<file path="config.mk">
export PLATFORM = sky130hd
export DESIGN_NAME = sparc_inst_encoder_flat
export DESIGN_NICKNAME = d
export VERILOG_FILES = /design/src/rtl/sparc_inst_encoder_pkg.sv /design/src/rtl/sparc_inst_encoder_if.sv /design/src/rtl/sparc_inst_fifo.sv /design/src/rtl/sparc_inst_encoder.sv /design/src/flat_wrapper.sv
export SDC_FILE = /design/constraint.sdc
export NUM_CORES = 1
export LEC_CHECK = 0
export CORE_ASPECT_RATIO = 0.7
export CORE_MARGIN = 3
export CORE_UTILIZATION = 50
export DETAILED_ROUTE_END_ITERATION = 16
export PLACE_DENSITY = 0.85
export SYNTH_ARGS = -nofsm -noshare
export SYNTH_HDL_FRONTEND = slang
export SYNTH_SLANG_ARGS = --single-unit
</file>
<file path="constraint.sdc">
create_clock -name clk -period 4.15 [get_ports clk]
set_input_delay 1.245 -clock clk [delete_from_list [all_inputs] [get_ports clk]]
set_output_delay 1.245 -clock clk [all_outputs]
set_load 0.05 [all_outputs]
</file>
<file path="src/rtl/sparc_inst_encoder_pkg.sv">
// rtl/sparc_inst_encoder_pkg.sv - opcode, op3 and field-position constants for the SPARC encoder
package sparc_inst_pkg;

  localparam logic [1:0] OP_FMT2 = 2'b00;
  localparam logic [1:0] OP_CALL = 2'b01;
  localparam logic [1:0] OP_ALU  = 2'b10;
  localparam logic [1:0] OP_MEM  = 2'b11;

  localparam logic [5:0] OP3_MOVCC = 6'h2C;
  localparam logic [5:0] OP3_MOVR  = 6'h2F;
  localparam logic [5:0] OP3_FPOP2 = 6'h35;

  localparam int OP_LSB  = 30;
  localparam int RD_LSB  = 25;
  localparam int OP2_LSB = 22;
  localparam int OP3_LSB = 19;
  localparam int RS1_LSB = 14;
  localparam int I_BIT   = 13;

endpackage

</file>
<file path="src/rtl/sparc_inst_encoder_if.sv">
// rtl/sparc_inst_encoder_if.sv - request and instruction-queue handshake bundle
interface sparc_inst_encoder_if;
  logic        req_valid;
  logic        req_ready;
  logic [1:0]  req_op;
  logic [4:0]  req_rd;
  logic [5:0]  req_op3;
  logic [4:0]  req_rs1;
  logic        req_i;
  logic [29:0] req_imm;
  logic        inst_valid;
  logic        inst_ready;
  logic [31:0] inst_word;
  logic        inst_cls_mv;

  modport master (
    output req_valid, req_op, req_rd, req_op3, req_rs1, req_i, req_imm, inst_ready,
    input  req_ready, inst_valid, inst_word, inst_cls_mv
  );

  modport slave (
    input  req_valid, req_op, req_rd, req_op3, req_rs1, req_i, req_imm, inst_ready,
    output req_ready, inst_valid, inst_word, inst_cls_mv
  );
endinterface

</file>
<file path="src/rtl/sparc_inst_fifo.sv">
// rtl/sparc_inst_fifo.sv - synchronous FIFO holding encoded words plus class flag
// Flush has priority over push and pop; empty head reads as zero.
module sparc_inst_fifo #(
  parameter int DEPTH = 2,
  parameter int W     = 33,
  localparam int AW   = $clog2(DEPTH),
  localparam int CW   = AW + 1
) (
  input  logic          clk,
  input  logic          rst_l,
  input  logic          flush_i,
  input  logic          push_i,
  input  logic [W-1:0]  data_i,
  input  logic          pop_i,
  output logic          valid_o,
  output logic [W-1:0]  data_o,
  output logic [CW-1:0] count_o
);

  logic [W-1:0]  mem_q [DEPTH];
  logic [AW-1:0] wr_ptr_q, rd_ptr_q;
  logic [CW-1:0] count_q;
  logic          empty, full, do_push, do_pop;

  assign empty   = (count_q == '0);
  assign full    = (count_q == CW'(DEPTH));
  assign do_pop  = pop_i & ~empty & ~flush_i;
  // A full FIFO still takes a push when the head leaves in the same cycle.
  assign do_push = push_i & (~full | do_pop) & ~flush_i;

  always_ff @(posedge clk) begin
    if (do_push) mem_q[wr_ptr_q] <= data_i;
  end

  always_ff @(posedge clk or negedge rst_l) begin
    if (!rst_l) begin
      wr_ptr_q <= '0;
      rd_ptr_q <= '0;
      count_q  <= '0;
    end else if (flush_i) begin
      wr_ptr_q <= '0;
      rd_ptr_q <= '0;
      count_q  <= '0;
    end else begin
      if (do_push) wr_ptr_q <= wr_ptr_q + 1'b1;
      if (do_pop)  rd_ptr_q <= rd_ptr_q + 1'b1;
      if (do_push && !do_pop)      count_q <= count_q + 1'b1;
      else if (do_pop && !do_push) count_q <= count_q - 1'b1;
    end
  end

  assign valid_o = ~empty;
  assign data_o  = empty ? '0 : mem_q[rd_ptr_q];
  assign count_o = count_q;

endmodule

</file>
<file path="src/rtl/sparc_inst_encoder.sv">
// rtl/sparc_inst_encoder.sv - encodes field requests into SPARC words and queues them for issue
// Encode/classify feed a stage register, which feeds the FIFO; credit covers stage plus FIFO.
module sparc_inst_encoder
  import sparc_inst_pkg::*;
#(
  parameter int DEPTH = 2,
  parameter int CNT_W = 8
) (
  input  logic                 clk,
  input  logic                 rst_l,
  input  logic                 flush,
  sparc_inst_encoder_if.slave  bus,
  output logic                 err_pulse,
  output logic [CNT_W-1:0]     err_cnt
);

  localparam int CW = $clog2(DEPTH) + 1;

  logic [31:0]      word_d;
  logic             cls_d, illegal, accept;
  logic             s1_valid_q, s1_valid_d;
  logic [31:0]      s1_word_q;
  logic             s1_cls_q;
  logic             err_pulse_q, err_pulse_d;
  logic [CNT_W-1:0] err_cnt_q, err_cnt_d;
  logic [CW-1:0]    fifo_count;
  logic [CW:0]      occupancy;

  always_comb begin
    word_d = '0;
    word_d[OP_LSB +: 2] = bus.req_op;
    unique case (bus.req_op)
      OP_CALL: word_d[29:0] = bus.req_imm;
      OP_FMT2: begin
        word_d[RD_LSB +: 5]  = bus.req_rd;
        word_d[OP2_LSB +: 3] = bus.req_op3[2:0];
        word_d[21:0]         = bus.req_imm[21:0];
      end
      default: begin
        word_d[RD_LSB +: 5]  = bus.req_rd;
        word_d[OP3_LSB +: 6] = bus.req_op3;
        word_d[RS1_LSB +: 5] = bus.req_rs1;
        word_d[I_BIT]        = bus.req_i;
        word_d[12:0]         = bus.req_imm[12:0];
      end
    endcase
  end

  assign cls_d   = (bus.req_op == OP_ALU) &&
                   (bus.req_op3 == OP3_MOVCC || bus.req_op3 == OP3_MOVR ||
                    bus.req_op3 == OP3_FPOP2);
  assign illegal = (bus.req_op == OP_MEM) && (bus.req_op3[5:4] == 2'b01);

  // Credit uses registered state only, so inst_ready never reaches req_ready combinationally.
  assign occupancy     = {1'b0, fifo_count} + {{CW{1'b0}}, s1_valid_q};
  assign bus.req_ready = (occupancy < (CW+1)'(DEPTH));
  assign accept        = bus.req_valid & bus.req_ready;

  always_comb begin
    s1_valid_d  = accept & ~illegal & ~flush;
    err_pulse_d = accept & illegal & ~flush;
    err_cnt_d   = err_cnt_q;
    if (err_pulse_d && !(&err_cnt_q)) err_cnt_d = err_cnt_q + 1'b1;
  end

  always_ff @(posedge clk or negedge rst_l) begin
    if (!rst_l) begin
      s1_valid_q  <= 1'b0;
      s1_word_q   <= '0;
      s1_cls_q    <= 1'b0;
      err_pulse_q <= 1'b0;
      err_cnt_q   <= '0;
    end else begin
      s1_valid_q  <= s1_valid_d;
      err_pulse_q <= err_pulse_d;
      err_cnt_q   <= err_cnt_d;
      if (accept) begin
        s1_word_q <= word_d;
        s1_cls_q  <= cls_d;
      end
    end
  end

  sparc_inst_fifo #(.DEPTH(DEPTH), .W(33)) u_fifo (
    .clk     (clk),
    .rst_l   (rst_l),
    .flush_i (flush),
    .push_i  (s1_valid_q),
    .data_i  ({s1_cls_q, s1_word_q}),
    .pop_i   (bus.inst_ready),
    .valid_o (bus.inst_valid),
    .data_o  ({bus.inst_cls_mv, bus.inst_word}),
    .count_o (fifo_count)
  );

  assign err_pulse = err_pulse_q;
  assign err_cnt   = err_cnt_q;

endmodule
</file>
<file path="src/flat_wrapper.sv">
// flat-port wrapper written by rule: the top's interface ports become plain ports
module sparc_inst_encoder_flat import sparc_inst_pkg::*;
#(
  parameter int DEPTH = 2,
  parameter int CNT_W = 8
)
  (clk, rst_l, flush, err_pulse, err_cnt, bus_req_valid, bus_req_op, bus_req_rd, bus_req_op3, bus_req_rs1, bus_req_i, bus_req_imm, bus_inst_ready, bus_req_ready, bus_inst_valid, bus_inst_word, bus_inst_cls_mv);
  sparc_inst_encoder_if bus_i ();
  input  logic clk;
  input  logic rst_l;
  input  logic flush;
  output logic err_pulse;
  output logic [CNT_W-1:0] err_cnt;
  input wire logic [$bits(bus_i.req_valid)-1:0] bus_req_valid;
  input wire logic [$bits(bus_i.req_op)-1:0] bus_req_op;
  input wire logic [$bits(bus_i.req_rd)-1:0] bus_req_rd;
  input wire logic [$bits(bus_i.req_op3)-1:0] bus_req_op3;
  input wire logic [$bits(bus_i.req_rs1)-1:0] bus_req_rs1;
  input wire logic [$bits(bus_i.req_i)-1:0] bus_req_i;
  input wire logic [$bits(bus_i.req_imm)-1:0] bus_req_imm;
  input wire logic [$bits(bus_i.inst_ready)-1:0] bus_inst_ready;
  output wire logic [$bits(bus_i.req_ready)-1:0] bus_req_ready;
  output wire logic [$bits(bus_i.inst_valid)-1:0] bus_inst_valid;
  output wire logic [$bits(bus_i.inst_word)-1:0] bus_inst_word;
  output wire logic [$bits(bus_i.inst_cls_mv)-1:0] bus_inst_cls_mv;
  assign bus_i.req_valid = bus_req_valid;
  assign bus_i.req_op = bus_req_op;
  assign bus_i.req_rd = bus_req_rd;
  assign bus_i.req_op3 = bus_req_op3;
  assign bus_i.req_rs1 = bus_req_rs1;
  assign bus_i.req_i = bus_req_i;
  assign bus_i.req_imm = bus_req_imm;
  assign bus_i.inst_ready = bus_inst_ready;
  assign bus_req_ready = bus_i.req_ready;
  assign bus_inst_valid = bus_i.inst_valid;
  assign bus_inst_word = bus_i.inst_word;
  assign bus_inst_cls_mv = bus_i.inst_cls_mv;
  sparc_inst_encoder #(.DEPTH(DEPTH), .CNT_W(CNT_W)) u_core (.clk(clk), .rst_l(rst_l), .flush(flush), .bus(bus_i), .err_pulse(err_pulse), .err_cnt(err_cnt));
endmodule
</file>
==> results of run 1 <==
cell usage in the layout (no fill, tap or decap), types with 2 or more instances in the layout:
master            n
edfxtp_1         66
nor3_1            4
buf_4             6
clkinv_2          3
nand2b_1          2
nor2b_1           2
a21oi_1           5
bufinv_16         5
nand2_1          25
mux2_2           15
nor4_2            2
clkinvlp_4        2
o31ai_1           2
clkinv_1          2
and4_1            2
inv_1             3
clkdlybuf4s50_1  96
mux2i_1          50
clkbuf_16        17
nand3_1           2
clkinv_4          2
nor2_1           41
o21ai_0          18
xor2_1            9
dfrtp_1          46
a211oi_1          2
power groups by stage:
stage          registers [W]  clock network [W]  logic [W]
6_report             0.00133            0.00156   0.000377
3_5_place_dp         0.00135                  0   0.000378
5_1_grt              0.00134            0.00164   0.000402
4_1_cts              0.00133            0.00157   0.000383
3_3_place_gp         0.00134                  0   0.000366
2_1_floorplan        0.00136                  0   0.000202
stage by stage:
step                      setup slack, ns  instance area [sq um]
after floorplan                     0.934                   4650
after global placement              0.721                   5750
after detailed placement            0.672                   5750
after CTS                           0.356                   6390
after global routing                0.217                   6390
final                               0.402                   6390
state kept, by name, summed over array words and instances, names as in the netlist:
signal / count
u_core.u_fifo.count_o: 2
u_core.err_cnt: 8
u_core.s1_valid_q: 1
u_core.err_pulse: 1
u_core.u_fifo.rd_ptr_q: 1
u_core.u_fifo.wr_ptr_q: 1
u_core.s1_word_q: 32
u_core.u_fifo.mem_q: 66
u_core.s1_cls_q: 1
how the worst min path moves through the flow:
stage                                       endpoint  slack (ns)
after floorplan            u_core.u_fifo.mem_q[0][0]        0.44
after global routing       u_core.u_fifo.mem_q[0][4]        0.48
after global placement    u_core.u_fifo.mem_q[1][31]        0.44
after detailed placement  u_core.u_fifo.mem_q[0][30]        0.45
after CTS                 u_core.u_fifo.mem_q[1][30]        0.47
final                     u_core.u_fifo.mem_q[0][12]        0.47
critical path: stages, from the launching register on:
cell	delay, ns
dfrtp_1	0.49
nor2_4	0.70
inv_1	0.14
clkdlybuf4s50_1	0.76
layer usage:
metal | vias up | part of all wire (%)
met5 | - | 0
met4 | 0 | 1.3
met3 | 16 | 6.4
met2 | 98 | 50
met1 | 1471 | 42
li1 | 1406 | -
cell type report:
type,count,share of cell area [%]
multi-input cells,195,22.2
clock inverters,15,3.35
clock buffers,17,6.66
well taps,120,2.35
flip-flops and latches,113,49.5
repair buffers,103,15.8
inverters,3,0.176
kinds of logic (layout without fill, tap and decap cells):
family,count (synthesis),after routing,share of synthesized area [%]
AOI/OAI and AO/OA,30,30,3.80
xor gates and xnor gates,9,9,1.70
adders and majority gates,1,1,0.270
buffers and inverters,22,138,2.13
DFF,113,113,68.1
muxes,66,66,14.7
and+or+nand+nor,89,89,9.36
==> results.md, run 1 <==
- Max-cap violations: 0
- Final setup viols: 0
- Non-Filler Instances: 566
- Critical Path Start: u_core.u_fifo.count_o[0]
- Total GRT Usage: around a fifth
- RSZ-0062 raised after global routing: false
- Crit share post-route: ~90%
- Crit end category: output port
- Worst-path clk slew: around 0.060 ns
- Sequential share of power: between 40% and 50%
- Vias in the first global route: about 3200
- Register area: between 3000 and 4000 sq um
- Peak supply drop: around 0.4 mV
- Hold Startpoint: u_core.s1_word_q[12]
- Initial antenna violation count: 0
- # diodes: 0
- GRT overflow: 0
- Initial DRT Pass Iterations: 4
- Top cells by count, synth: 66 x edfxtp_1, 50 x mux2i_1, 47 x dfrtp_1, 42 x nor2_1, 26 x nand2_1
- Post CTS Setup Buffer Count: 0
- Clock power share: 47.7%
- DR WL/cell: roughly 18 um
- Max Fclk: between 200 and 300 MHz
- Reg2reg path depth: 4
- Met1 Usage GRT: approximately a quarter
- DIE WIDTH: roughly 120 um
- Die area: between 10000 and 15000 sq um
- Arrival time worst endpoint: approximately 2.5 ns
- Final ANT Viol Nets: 0
- Avg Inst Size Synth: between 10 and 15 sq um
- Post-synth top flop: edfxtp_1
- CP Launch Type: flip-flop
- Cell accounting for the most synthesized area: edfxtp_1
- Die height: between 80 and 90 um
- # clock sinks: roughly 110
- Lkg Pwr: 2.42 nW
- Number of library cell types mapped by synthesis: 32
- Sequential share of the synthesized area: between 60% and 70%
- DR DRC count: 0
- Placed Instances: roughly 530
- Clk buf depth: 2
- H-tree levels: 4
- Site row count: 28
- Multi-input gate area: about 1400 sq um
- Reg2reg end: u_core.u_fifo.mem_q[1][21]
- CORE AREA: 8720 sq um
- P&R area growth vs syn: 37.6%
- Total power draw: roughly 0.0033 W
- Worst clock skew: around 0.0095 ns
- Clock Root Buffer: clkbuf_16
- Hold path depth: 0
- # port buffers: 97
- Drt total wl: around 10 mm
- Busiest grt layer: met2
- EDFF count, synth: between 60 and 70
- Synth Instances: 330
- P_sw: ~0.00077 W
- Final Net Count: 488
- Via density: ~5.3
- Setup TNS: 0 ns
- GR Util met2: between 30 and 40%
- Fill count: between 500 and 600
- Met3 Resource Use GR: under 10%
- Share of Yosys cell area claimed by the top area cell type: 42.7%
- Clock latency on the worst-skew pair: 0.41 ns
- Synthesized net count: about 390
- DR vias: around 3000
- Starting DRT DRC Count: roughly 160
- FF-to-FF Start: u_core.u_fifo.count_o[1]
- TritonCTS Buffers: 17
- Placed wire-length estimate: 6.43 mm
- CP endpoint: bus_inst_valid
- Largest fanout on the critical path: 34
- Worst Hold Slack: ~0.47 ns
- Register bit count reported by yosys: ~110
- Synth warn: 0
- I/O Pins: 98
- Gp weighted congestion: 0.741
- HP Class: reg2reg
- Starting Density: 53.2%
- Reg-to-reg setup timing slack: roughly 1.9 ns
- Util after Layout: 73.2%
- Largest net degree at the start of global routing: 53
- Outcome: finished, final reports clean
- CTS tree: yes
- FFs w/ async S/R, synth: between 40% and 50%
- Power Density: 511 nW/um^2
- Comb power frac: a little under an eighth
- Top cells by area, synth: edfxtp_1 43%, dfrtp_1 25%, mux2i_1 11%
- Crit Path Category: reg2out
- Slew @ Worst Pin: about 0.97 ns
- Final min period: roughly 3.7 ns
- Post-CTS Hold Fix Bufs: 0
- Endpoints failing hold: 0
- Most frequent cell after synthesis: edfxtp_1
- CTS-repair resized insts: 0
- Sw frac: a little under a quarter
- Syn Std Cell Area: roughly 4600 sq um
- Cell internal pwr: ~0.0025 W
- Critical Path RT: a little under 3 ns
- Layout cell share with drive strength beyond 1: around 14%
- Max_slew headroom: 34.9%
- Slew Limit Fails: 0
- First-pass GRT wire length: ~16 mm
(Power assumes the default switching activity.)
==> run 2: changes to the inputs <==
--- a/config.mk
+++ b/config.mk
@@ -13,3 +13,4 @@
 export SYNTH_ARGS = -nofsm -noshare
 export SYNTH_HDL_FRONTEND = slang
 export SYNTH_SLANG_ARGS = --single-unit
+export TNS_END_PERCENT = 100
==> results of run 2 <==
Final layout, timing and power as in run 1 (identical DEF).
==> run 3: changes to the inputs <==
--- a/config.mk
+++ b/config.mk
@@ -5,11 +5,13 @@
 export SDC_FILE = /design/constraint.sdc
 export NUM_CORES = 1
 export LEC_CHECK = 0
+export ABC_AREA = 1
 export CORE_ASPECT_RATIO = 0.7
 export CORE_MARGIN = 3
 export CORE_UTILIZATION = 50
+export CTS_CLUSTER_DIAMETER = 50
 export DETAILED_ROUTE_END_ITERATION = 16
-export PLACE_DENSITY = 0.85
+export PLACE_DENSITY = 0.84
 export SYNTH_ARGS = -nofsm -noshare
 export SYNTH_HDL_FRONTEND = slang
 export SYNTH_SLANG_ARGS = --single-unit
==> run 3 against run 2 <==
Compared with the run above:
- flip-flop and latch count is the same
- highest routed layer unchanged
- final area is 0.33% lower
- count of clock-buffer cells in the layout did not move
- global-route usage up 1.5 points
- combinational power increased to 3.6 times the previous value
- via count rose by 27%
- total power up 38%
- die area is 2.7% higher
- fmax rose by 8.5%
==> results.md, run 3 <==
- Starting Density: 52.0% (-1.2 points)
- Syn Std Cell Area: 4770 sq um (+2.8%)
- Post-synth top flop: edfxtp_1
- Clk buf depth: 2 (unchanged)
- Largest register FFs: 66 (unchanged)
- Util after Layout: 69.3% (-3.9 points)
- Final ANT Viol Nets: 0 (unchanged)
- First-pass GRT wire length: 17.6 mm (+9.8%)
- TritonCTS Buffers: 17 (unchanged)
- Crit Path Category: reg2out
- Max_slew headroom: 26.5% (-8.4 points)
- Main combinational cell family by area after synthesis: simple AND/OR/NAND/NOR gates
- Clock latency on the worst-skew pair: 0.41 ns (about the same)
- Starting DRT DRC Count: 321 (+100%)
- Fin worst setup slack: 0.695 ns (+0.293 ns)
- CP Launch Type: flip-flop
- Post-CTS Hold Fix Bufs: 0 (unchanged)
- Lkg Pwr: 2.70 nW (+11%)
- Crit end category: output port
- Most frequent cell after synthesis: nand2_1
- Cell family with most CP delay: buffers and inverters
- CTS tree: yes
- Outcome: finished, final reports clean
- Synth Area in Simple Gates: 21.5% (+12 points)
- Slew Limit Fails: 0 (unchanged)
- Post-place setup slack: 0.858 ns (+0.186 ns)
- Post-synthesis adder-cell area fraction: 0.262% (-0.0074 points)
- RSZ-0062 raised after global routing: false
- DR WL/cell: 16.0 um (-9.9%)
- Max Fclk: 289 MHz (+8.5%)
- Slowest Stage Delay on Critical Path: 0.79 ns (+0.03 ns)
- Share of Yosys cell area claimed by the top area cell type: 41.5% (-1.2 points)
- Final setup viols: 0 (unchanged)
- Total power draw: 0.00451 W (+38%)
- Buf+Inv Stages, Crit Path: 2 (unchanged)
- Synthesized net count: 526 (+37%)
- Worst-path clk slew: 0.06 ns (about the same)
- Power Density: 708 nW/um^2 (+39%)
- P&R area growth vs syn: 33.4%
- Clock Root Buffer: clkbuf_16
- Max-cap violations: 0 (unchanged)
- Avg Inst Size Synth: 10.1 sq um (-28%)
- Most frequent cells in the layout: 181 x nand2_1, 66 x edfxtp_1, 63 x clkdlybuf4s50_1
- Final Net Count: 627 (+28%)
- DR DRC count: 0 (unchanged)
- Fill count: 655 (+22%)
- Post-synthesis mux area share: 0% (-15 points)
- Total GRT Usage: 21.9% (+1.5 points)
- Die area: 10800 sq um (+2.7%)
- Number of library cell types mapped by synthesis: 26 (-19%)
- Largest net degree at the start of global routing: 52 (-1.9%)
- Worst clock skew: 0.00833 ns (-0.00121 ns)
- CORE AREA: 9180 sq um (+5.2%)
- Critical Path RT: 2.90 ns (about the same)
- H-tree levels: 4 (unchanged)
- Synth Area in Compound Gates: 7.50% (+3.7 points)
- DR vias: 3790 (+27%)
- # clock sinks: 113 (unchanged)
- Cell accounting for the most synthesized area: edfxtp_1
- Synth Instances: 471 (+43%)
- Site row count: 29 (+3.6%)
- Top cells by count, synth: 181 x nand2_1, 66 x edfxtp_1, 47 x dfrtp_1, 36 x a21oi_1, 35 x nor2_1
- HP Class: reg2reg
- I/O Pins: 98 (unchanged)
- Peak supply drop: 0.424 mV (+8.6%)
- # diodes: 0 (unchanged)
- CTS-repair resized insts: 0 (unchanged)
- Via density: 5.35 (+1.2%)
- DIE WIDTH: 123 um (+1.3%)
- Crit share post-route: 83.2% (-7.1 points)
- Most common cell after layout, fill and taps aside: nand2_1
- Initial DRT Pass Iterations: 5 (+1)
- Layout cell share with drive strength beyond 1: 14.0% (-0.11 points)
- Post CTS Setup Buffer Count: 0 (unchanged)
- Slew @ Worst Pin: 1.10 ns (+0.130 ns)
- Register bit count reported by yosys: 113 (unchanged)
- FFs w/ async S/R, synth: 41.6% (unchanged)
- Top reg by flops: u_core.u_fifo.mem_q
- Slowest-stage cell, CP: clkinv_1
- GRT overflow: 0 (unchanged)
- Endpoints failing hold: 0 (unchanged)
- Xor and xnor area share after synthesis: 0.551% (-1.1 points)
- EDFF count, synth: 66 (unchanged)
- Initial antenna violation count: 0 (unchanged)
- Final min period: 3.45 ns (-0.293 ns)
- Gp weighted congestion: 0.827 (+12%)
- Drt total wl: 11.3 mm (+13%)
- Largest fanout on the critical path: 35 (+2.9%)
- Vias in the first global route: 3552 (+12%)
- Top cells by area, synth: edfxtp_1 42%, dfrtp_1 25%, nand2_1 14%
- Sequential share of the synthesized area: 66.2% (-1.9 points)
- Placed wire-length estimate: 7.06 mm (+9.8%)
- Setup TNS: 0 ns (unchanged)
- Cells along the critical path: clkinv_1 -> nand2_1 -> a21oi_1 -> buf_4
- Arrival time worst endpoint: 2.21 ns (-0.29 ns)
- Synth warn: 0 (unchanged)
- # port buffers: 97 (unchanged)
- Die height: 87.7 um (+1.3%)
==> run 3: cell types whose count changed after synthesis, moves of 14 or more <==
cell / delta
a21oi_1: +31
mux2i_1: -50
inv_1: +14
mux2_2: -15
nand3_1: +16
nand2_1: +155
==> run 3: logic make-up (layout without fill, tap and decap cells) <==
family | Yosys count | after routing
and+or+nand+nor | 250 | 250
DFF | 113 | 113
AOI/OAI and AO/OA | 63 | 63
buffers and inverters | 41 | 155
xor gates and xnor gates | 3 | 3
adders and majority gates | 1 | 1
==> run 3: power by group <==
part	switching, W	leakage, nW	internal [W]
clock network	0.000529	0.291	0.000950
registers	0.000168	1.20	0.00149
logic	0.000967	1.21	0.000398
==> run 3: layer usage <==
metal | vias up | share of wire (%) | track usage (%)
met1 | 1804 | 43 | 28.5
met5 | - | 0 | 0
met4 | 0 | 2.0 | 9.55
met2 | 179 | 47 | 35.0
li1 | 1779 | - | -
met3 | 28 | 7.4 | 5.94
==> run 3: final cells by class <==
type / count / area, sq um / share of cell area (%)
repair buffers: 102 / 933 / 14.7
flip-flops and latches: 113 / 3160 / 49.6
inverters: 21 / 78.8 / 1.24
multi-input cells: 317 / 1430 / 22.5
clock inverters: 15 / 184 / 2.89
clock buffers: 17 / 425 / 6.68
well taps: 124 / 155 / 2.44
==> run 3: final timing paths <==
| path | from | endpoint | slack [ns] | cells after the start |
|---|---|---|---|---|
| worst max-delay path | u_core.u_fifo.rd_ptr_q | bus_inst_word[22] | 0.70 | 4 |
| worst min-delay path | u_core.s1_word_q[12] | u_core.u_fifo.mem_q[0][12] | 0.47 | 0 |
| worst max register to register | u_core.u_fifo.count_o[0] | u_core.u_fifo.mem_q[1][12] | 2.12 | 5 |
| worst min register to register | u_core.s1_word_q[12] | u_core.u_fifo.mem_q[0][12] | 0.47 | 0 |
| max in group asynchronous | rst_l | u_core.s1_word_q[22] | 2.42 | 1 |
| min in group asynchronous | rst_l | u_core.err_cnt[1] | 1.05 | 1 |
==> run 3: per-stage QoR <==
stage,hold slack [ns],instance area (sq um),std cells
2_1_floorplan,0.442,4770,471
3_3_place_gp,0.449,5760,677
3_5_place_dp,0.455,5760,677
4_1_cts,0.468,6360,709
5_1_grt,0.485,6360,709
6_report,0.467,6360,709
